**config.mk**
```make
export PLATFORM = sky130hd
export DESIGN_NAME = fetch_unit
export DESIGN_NICKNAME = d
export VERILOG_FILES = /design/src/rtl/fetch_pkg.sv /design/src/rtl/fetch_fifo.sv /design/src/rtl/fetch_unit.sv
export SDC_FILE = /design/constraint.sdc
export NUM_CORES = 1
export LEC_CHECK = 0
export CORE_ASPECT_RATIO = 0.5
export CORE_MARGIN = 1.5
export CORE_UTILIZATION = 25
export DETAILED_ROUTE_END_ITERATION = 10
export SYNTH_ARGS = -nofsm -noshare
export SYNTH_HDL_FRONTEND = slang
export SYNTH_HIERARCHICAL = 1
export SYNTH_SLANG_ARGS = --single-unit
```
**constraint.sdc**
```tcl
create_clock -name clk -period 9.4 [get_ports clk]
set_input_delay 2.35 -clock clk [delete_from_list [all_inputs] [get_ports clk]]
set_output_delay 2.35 -clock clk [all_outputs]
set_load 0.01 [all_outputs]
```
**src/rtl/fetch_pkg.sv**
```systemverilog
// fetch_pkg: shared fetch-stage types and constants (XLEN, PC_STEP, fetch_entry_t)
package fetch_pkg;
  localparam int XLEN = 32;
  localparam logic [XLEN-1:0] PC_STEP = XLEN'(4);
  typedef struct packed {
    logic [XLEN-1:0] pc;
    logic [XLEN-1:0] pc4;
    logic [XLEN-1:0] instr;
    logic            taken;
    logic            filled;
  } fetch_entry_t;
endpackage

```
**src/rtl/fetch_fifo.sv**
```systemverilog
// fetch_fifo: in-order fetch buffer; alloc at tail, fill oldest unfilled, pop head, clear all; outputs head entry, count, unfilled
module fetch_fifo
  import fetch_pkg::*;
#(
  parameter int DEPTH = 2
) (
  input  logic                     clk,
  input  logic                     rst,
  input  logic                     alloc,
  input  logic [XLEN-1:0]          alloc_pc,
  input  logic [XLEN-1:0]          alloc_pc4,
  input  logic                     alloc_taken,
  input  logic                     fill,
  input  logic [XLEN-1:0]          fill_data,
  input  logic                     pop,
  input  logic                     clear,
  output fetch_entry_t             head,
  output logic [$clog2(DEPTH):0]   count,
  output logic [$clog2(DEPTH):0]   unfilled
);
  localparam int AW = $clog2(DEPTH);
  fetch_entry_t mem_q [DEPTH];
  fetch_entry_t mem_d [DEPTH];
  logic [AW:0] head_q, head_d, tail_q, tail_d, fptr_q, fptr_d;
  always_comb begin
    mem_d = mem_q;
    if (alloc) mem_d[tail_q[AW-1:0]] = '{pc: alloc_pc, pc4: alloc_pc4, instr: '0, taken: alloc_taken, filled: 1'b0};
    if (fill) begin
      mem_d[fptr_q[AW-1:0]].instr  = fill_data;
      mem_d[fptr_q[AW-1:0]].filled = 1'b1;
    end
    head_d = clear ? '0 : head_q + (AW+1)'(pop);
    tail_d = clear ? '0 : tail_q + (AW+1)'(alloc);
    fptr_d = clear ? '0 : fptr_q + (AW+1)'(fill);
  end
  always_ff @(posedge clk or posedge rst) begin
    if (rst) begin
      mem_q  <= '{default: '0};
      head_q <= '0;
      tail_q <= '0;
      fptr_q <= '0;
    end else begin
      mem_q  <= mem_d;
      head_q <= head_d;
      tail_q <= tail_d;
      fptr_q <= fptr_d;
    end
  end
  assign head     = mem_q[head_q[AW-1:0]];
  assign count    = tail_q - head_q;
  assign unfilled = tail_q - fptr_q;
endmodule

```
**src/rtl/fetch_unit.sv**
```systemverilog
// fetch_unit: fetch PC register, stale-response drop counter and imem handshake; ports: predictor (pc_F/pc4/pc_next/taken_F/flush/pc_restore), imem req/rsp, decode (*_D, stall_D)
module fetch_unit
  import fetch_pkg::*;
#(
  parameter logic [XLEN-1:0] RESET_PC = '0,
  parameter int              DEPTH    = 2
) (
  input  logic            clk,
  input  logic            rst,
  output logic [XLEN-1:0] pc_F,
  output logic [XLEN-1:0] pc4,
  input  logic [XLEN-1:0] pc_next,
  input  logic            taken_F,
  input  logic            flush,
  input  logic [XLEN-1:0] pc_restore,
  output logic            imem_req_valid,
  output logic [XLEN-1:0] imem_req_addr,
  input  logic            imem_req_ready,
  input  logic            imem_rsp_valid,
  input  logic [XLEN-1:0] imem_rsp_data,
  input  logic            stall_D,
  output logic            valid_D,
  output logic [XLEN-1:0] instr_D,
  output logic [XLEN-1:0] pc_D,
  output logic [XLEN-1:0] pc4_D,
  output logic            taken_D
);
  localparam int CW = $clog2(DEPTH) + 1;
  logic [XLEN-1:0] pc_q, pc_d;
  logic [CW-1:0]   drop_q, drop_d, count, unfilled;
  logic            accept, fill;
  fetch_entry_t    head;
  assign imem_req_valid = !rst && ({1'b0, count} + {1'b0, drop_q} < (CW+1)'(DEPTH));
  assign accept         = imem_req_valid && imem_req_ready;
  assign fill           = imem_rsp_valid && drop_q == '0 && !flush;
  always_comb begin
    pc_d   = flush ? pc_restore : accept ? pc_next : pc_q;
    drop_d = flush ? drop_q + unfilled + CW'(accept) - CW'(imem_rsp_valid)
                   : drop_q - CW'(imem_rsp_valid && drop_q != '0);
  end
  always_ff @(posedge clk or posedge rst) begin
    if (rst) begin
      pc_q   <= RESET_PC;
      drop_q <= '0;
    end else begin
      pc_q   <= pc_d;
      drop_q <= drop_d;
    end
  end
  fetch_fifo #(.DEPTH(DEPTH)) u_fifo (
    .clk         (clk),
    .rst         (rst),
    .alloc       (accept && !flush),
    .alloc_pc    (pc_q),
    .alloc_pc4   (pc4),
    .alloc_taken (taken_F),
    .fill        (fill),
    .fill_data   (imem_rsp_data),
    .pop         (valid_D && !stall_D && !flush),
    .clear       (flush),
    .head        (head),
    .count       (count),
    .unfilled    (unfilled)
  );
  assign pc_F          = pc_q;
  assign pc4           = pc_q + PC_STEP;
  assign imem_req_addr = pc_q;
  assign valid_D       = count != '0 && head.filled;
  assign instr_D       = head.instr;
  assign pc_D          = head.pc;
  assign pc4_D         = head.pc4;
  assign taken_D       = head.taken;
endmodule

```
==> metrics <==
DIE WIDTH 310 um; die height 157 um; Pleak 6.61 nW; clock transition at the registers of the reported paths 60 ps; CP top delay family buffers and inverters; via count 8053; final core occ 33.9%; most frequent CP cell clkdlybuf4s50_1; PD cells 266 mW/mm2; Hold Fails Final Rpt 0; HP Class reg2reg; Post-synth EDFFs 0; CTS Buffer Depth 3; # resized after CTS 0; Synthesis Warnings 6; Worst setup EP type primary output; initial antenna violation count 0; Post-DP HPWL 21400 um; critical setup path kind in2out; Inserted Diodes 0; Critical Path AT 3670 ps; global-route wire length before repair 50200 um; CTS sink cnt 236; Setup Fix Bufs, Post-CTS 0; core box area 0.0467 mm2; register area share after synthesis 50.1%; Max-cap violations 0; unrepaired setup endpoints after global routing no; final non-filler cell total 1851; Final TNS setup 0 ps; flip-flop and latch count after synthesis 236; CP required 7050 ps; per-cell routed wire length 17.6 um; final max-slew violation count 0; FMAX 166 MHz; Setup-failing EPs final 0; setup slack, reg-to-reg 4370 ps; Final period util 64.1%; Worst Tran Pin Value 1060 ps; startpoint types input pin; DRT antenna net count 0; Post-CTS Hold Fix Bufs 0; Worst Clk Skew 25.9 ps; largest net degree at the start of global routing 132; crit-path cells clkdlybuf4s50_1, nor3_1, clkdlybuf4s50_1; Yosys cell types 51; layout net count 1311; pre-CTS setup slack 3360 ps; status completed; cts bufs inserted 25; number of I/O pins 298; num rows 56; CP max-delay cell clkdlybuf4s50_1; starting density of the core 25.2%; synthesized area per cell 12.3 um2; asr flop ratio synth 100%; cell count after synthesis 960; vias per inst 4.35; Slew headroom 29.6%; Starting DRT DRC Count 410; P&R area growth vs syn 34.3%; Cells after DPL 1807; share of cells above drive strength 1 22.0%; worst path bufs/invs 2; synthesized cell area 0.0118 mm2; H-tree lvl count 1; PortBufs 297; fin crit period 6020 ps; CTS tree built; Pre-antenna DRT Iters 4; vias in the first global route 8326; area of the die 0.0486 mm2; max incr delay on CP 570 ps; slack of the critical path 3380 ps; predominant post-synthesis flop cell dfrtp_1; Net Count, Synth 1075; crit-path max FO 4; Routed Wire Length 32600 um; gr ovfl total 0; clk_lat worst skew 550 ps; clock root cell clkbuf_16; Max IR drop VDD 113 uV; drc violations 0; GR Util All Layers 13.3%; global placement routability congestion 0.750
-- power breakdown --
group	leakage, nW	switching (mW)	internal (mW)	total (mW)
Combinational	3.15	0.653	0.944	1.60
Sequential	3.05	0.212	1.37	1.58
Clock	0.412	0.431	0.611	1.04
-- cell type report --
class / instances / area, um2
multi-input cells: 585 / 5080
well taps: 638 / 798
repair buffers: 307 / 3040
clock inverters: 13 / 189
inverters: 41 / 161
flip-flops and latches: 236 / 5910
fillers: 4712 / 30900
clock buffers: 31 / 658
-- cell usage after synthesis, types with 3 or more instances --
master / n / area, um2
o21ai_0: 66 / 330
nor3_1: 3 / 15.0
mux2_1: 24 / 270
mux2i_1: 31 / 310
and4_1: 3 / 26.3
mux2_2: 171 / 1930
nor2_1: 8 / 30.0
buf_12: 4 / 80.1
and3_1: 7 / 43.8
o31ai_2: 29 / 363
o31ai_1: 3 / 22.5
nand2_1: 74 / 278
and2_1: 3 / 18.8
buf_6: 8 / 90.1
xnor2_1: 28 / 245
nand3_1: 12 / 60.1
buf_4: 49 / 368
ha_1: 11 / 138
inv_1: 41 / 154
xor2_1: 9 / 78.8
nand3b_1: 32 / 240
a22o_1: 32 / 280
nor2b_1: 4 / 25.0
dfrtp_1: 236 / 5910
buf_2: 22 / 110
nand4_1: 8 / 50.1
clkbuf_1: 14 / 52.6
-- logic make-up (layout without fill, tap and decap cells) --
kind of cell | count (synthesis) | after routing | share of synthesized area, %
flops | 236 | 236 | 50.1
mux | 227 | 227 | 21.4
simple gates | 171 | 171 | 8.19
buf+inv | 139 | 392 | 7.29
compound gates | 138 | 138 | 8.96
xor+xnor | 37 | 37 | 2.75
fa+ha+maj | 12 | 12 | 1.34
-- final timing paths --
path | from | endpoint | cells past startpoint
min reg2reg | u_fifo/mem_q[0]$_DFF_PP0_ | u_fifo/mem_q[0]$_DFF_PP0_ | 1
min in group asynchronous | rst | drop_q[1]$_DFF_PP0_ | 3
max reg2reg | u_fifo/head_q[0]$_DFF_PP0_ | flip-flop | 9
min | u_fifo/mem_q[0]$_DFF_PP0_ | u_fifo/mem_q[0]$_DFF_PP0_ | 1
max in group asynchronous | rst | u_fifo/mem_q[117]$_DFF_PP0_ | 3
max | rst | imem_req_valid | 3
-- per-layer routing --
metal / vias up / wire (um) / global-route usage (%)
met1: 4088 / 13400 / 15.9
met5: - / 0 / 0
met2: 101 / 17600 / 24.6
met3: 44 / 790 / 2.09
met4: 0 / 855 / 3.62
li1: 3820 / - / -
-- metrics by stage --
stage	instance area [um2]	power, mW	hold WS (ps)
2_1_floorplan	11800	2.44	449
3_3_place_gp	15000	3.20	462
3_5_place_dp	15000	3.23	466
4_1_cts	15800	4.30	481
5_1_grt	15800	4.48	489
6_report	15800	4.22	480
-- placed cells by master, fill, tap and decap left out, types with 29 or more instances in the layout --
master           synthesis  final
nand3b_1                32     32
o21ai_0                 66     66
nand2_1                 74     74
mux2_2                 171    171
clkdlybuf4s50_1          0    296
dfrtp_1                236    235
a22o_1                  32     32
mux2i_1                 31     31
o31ai_2                 29     29
inv_1                   41     39
Note: power is estimated with default switching activity, not from simulation.
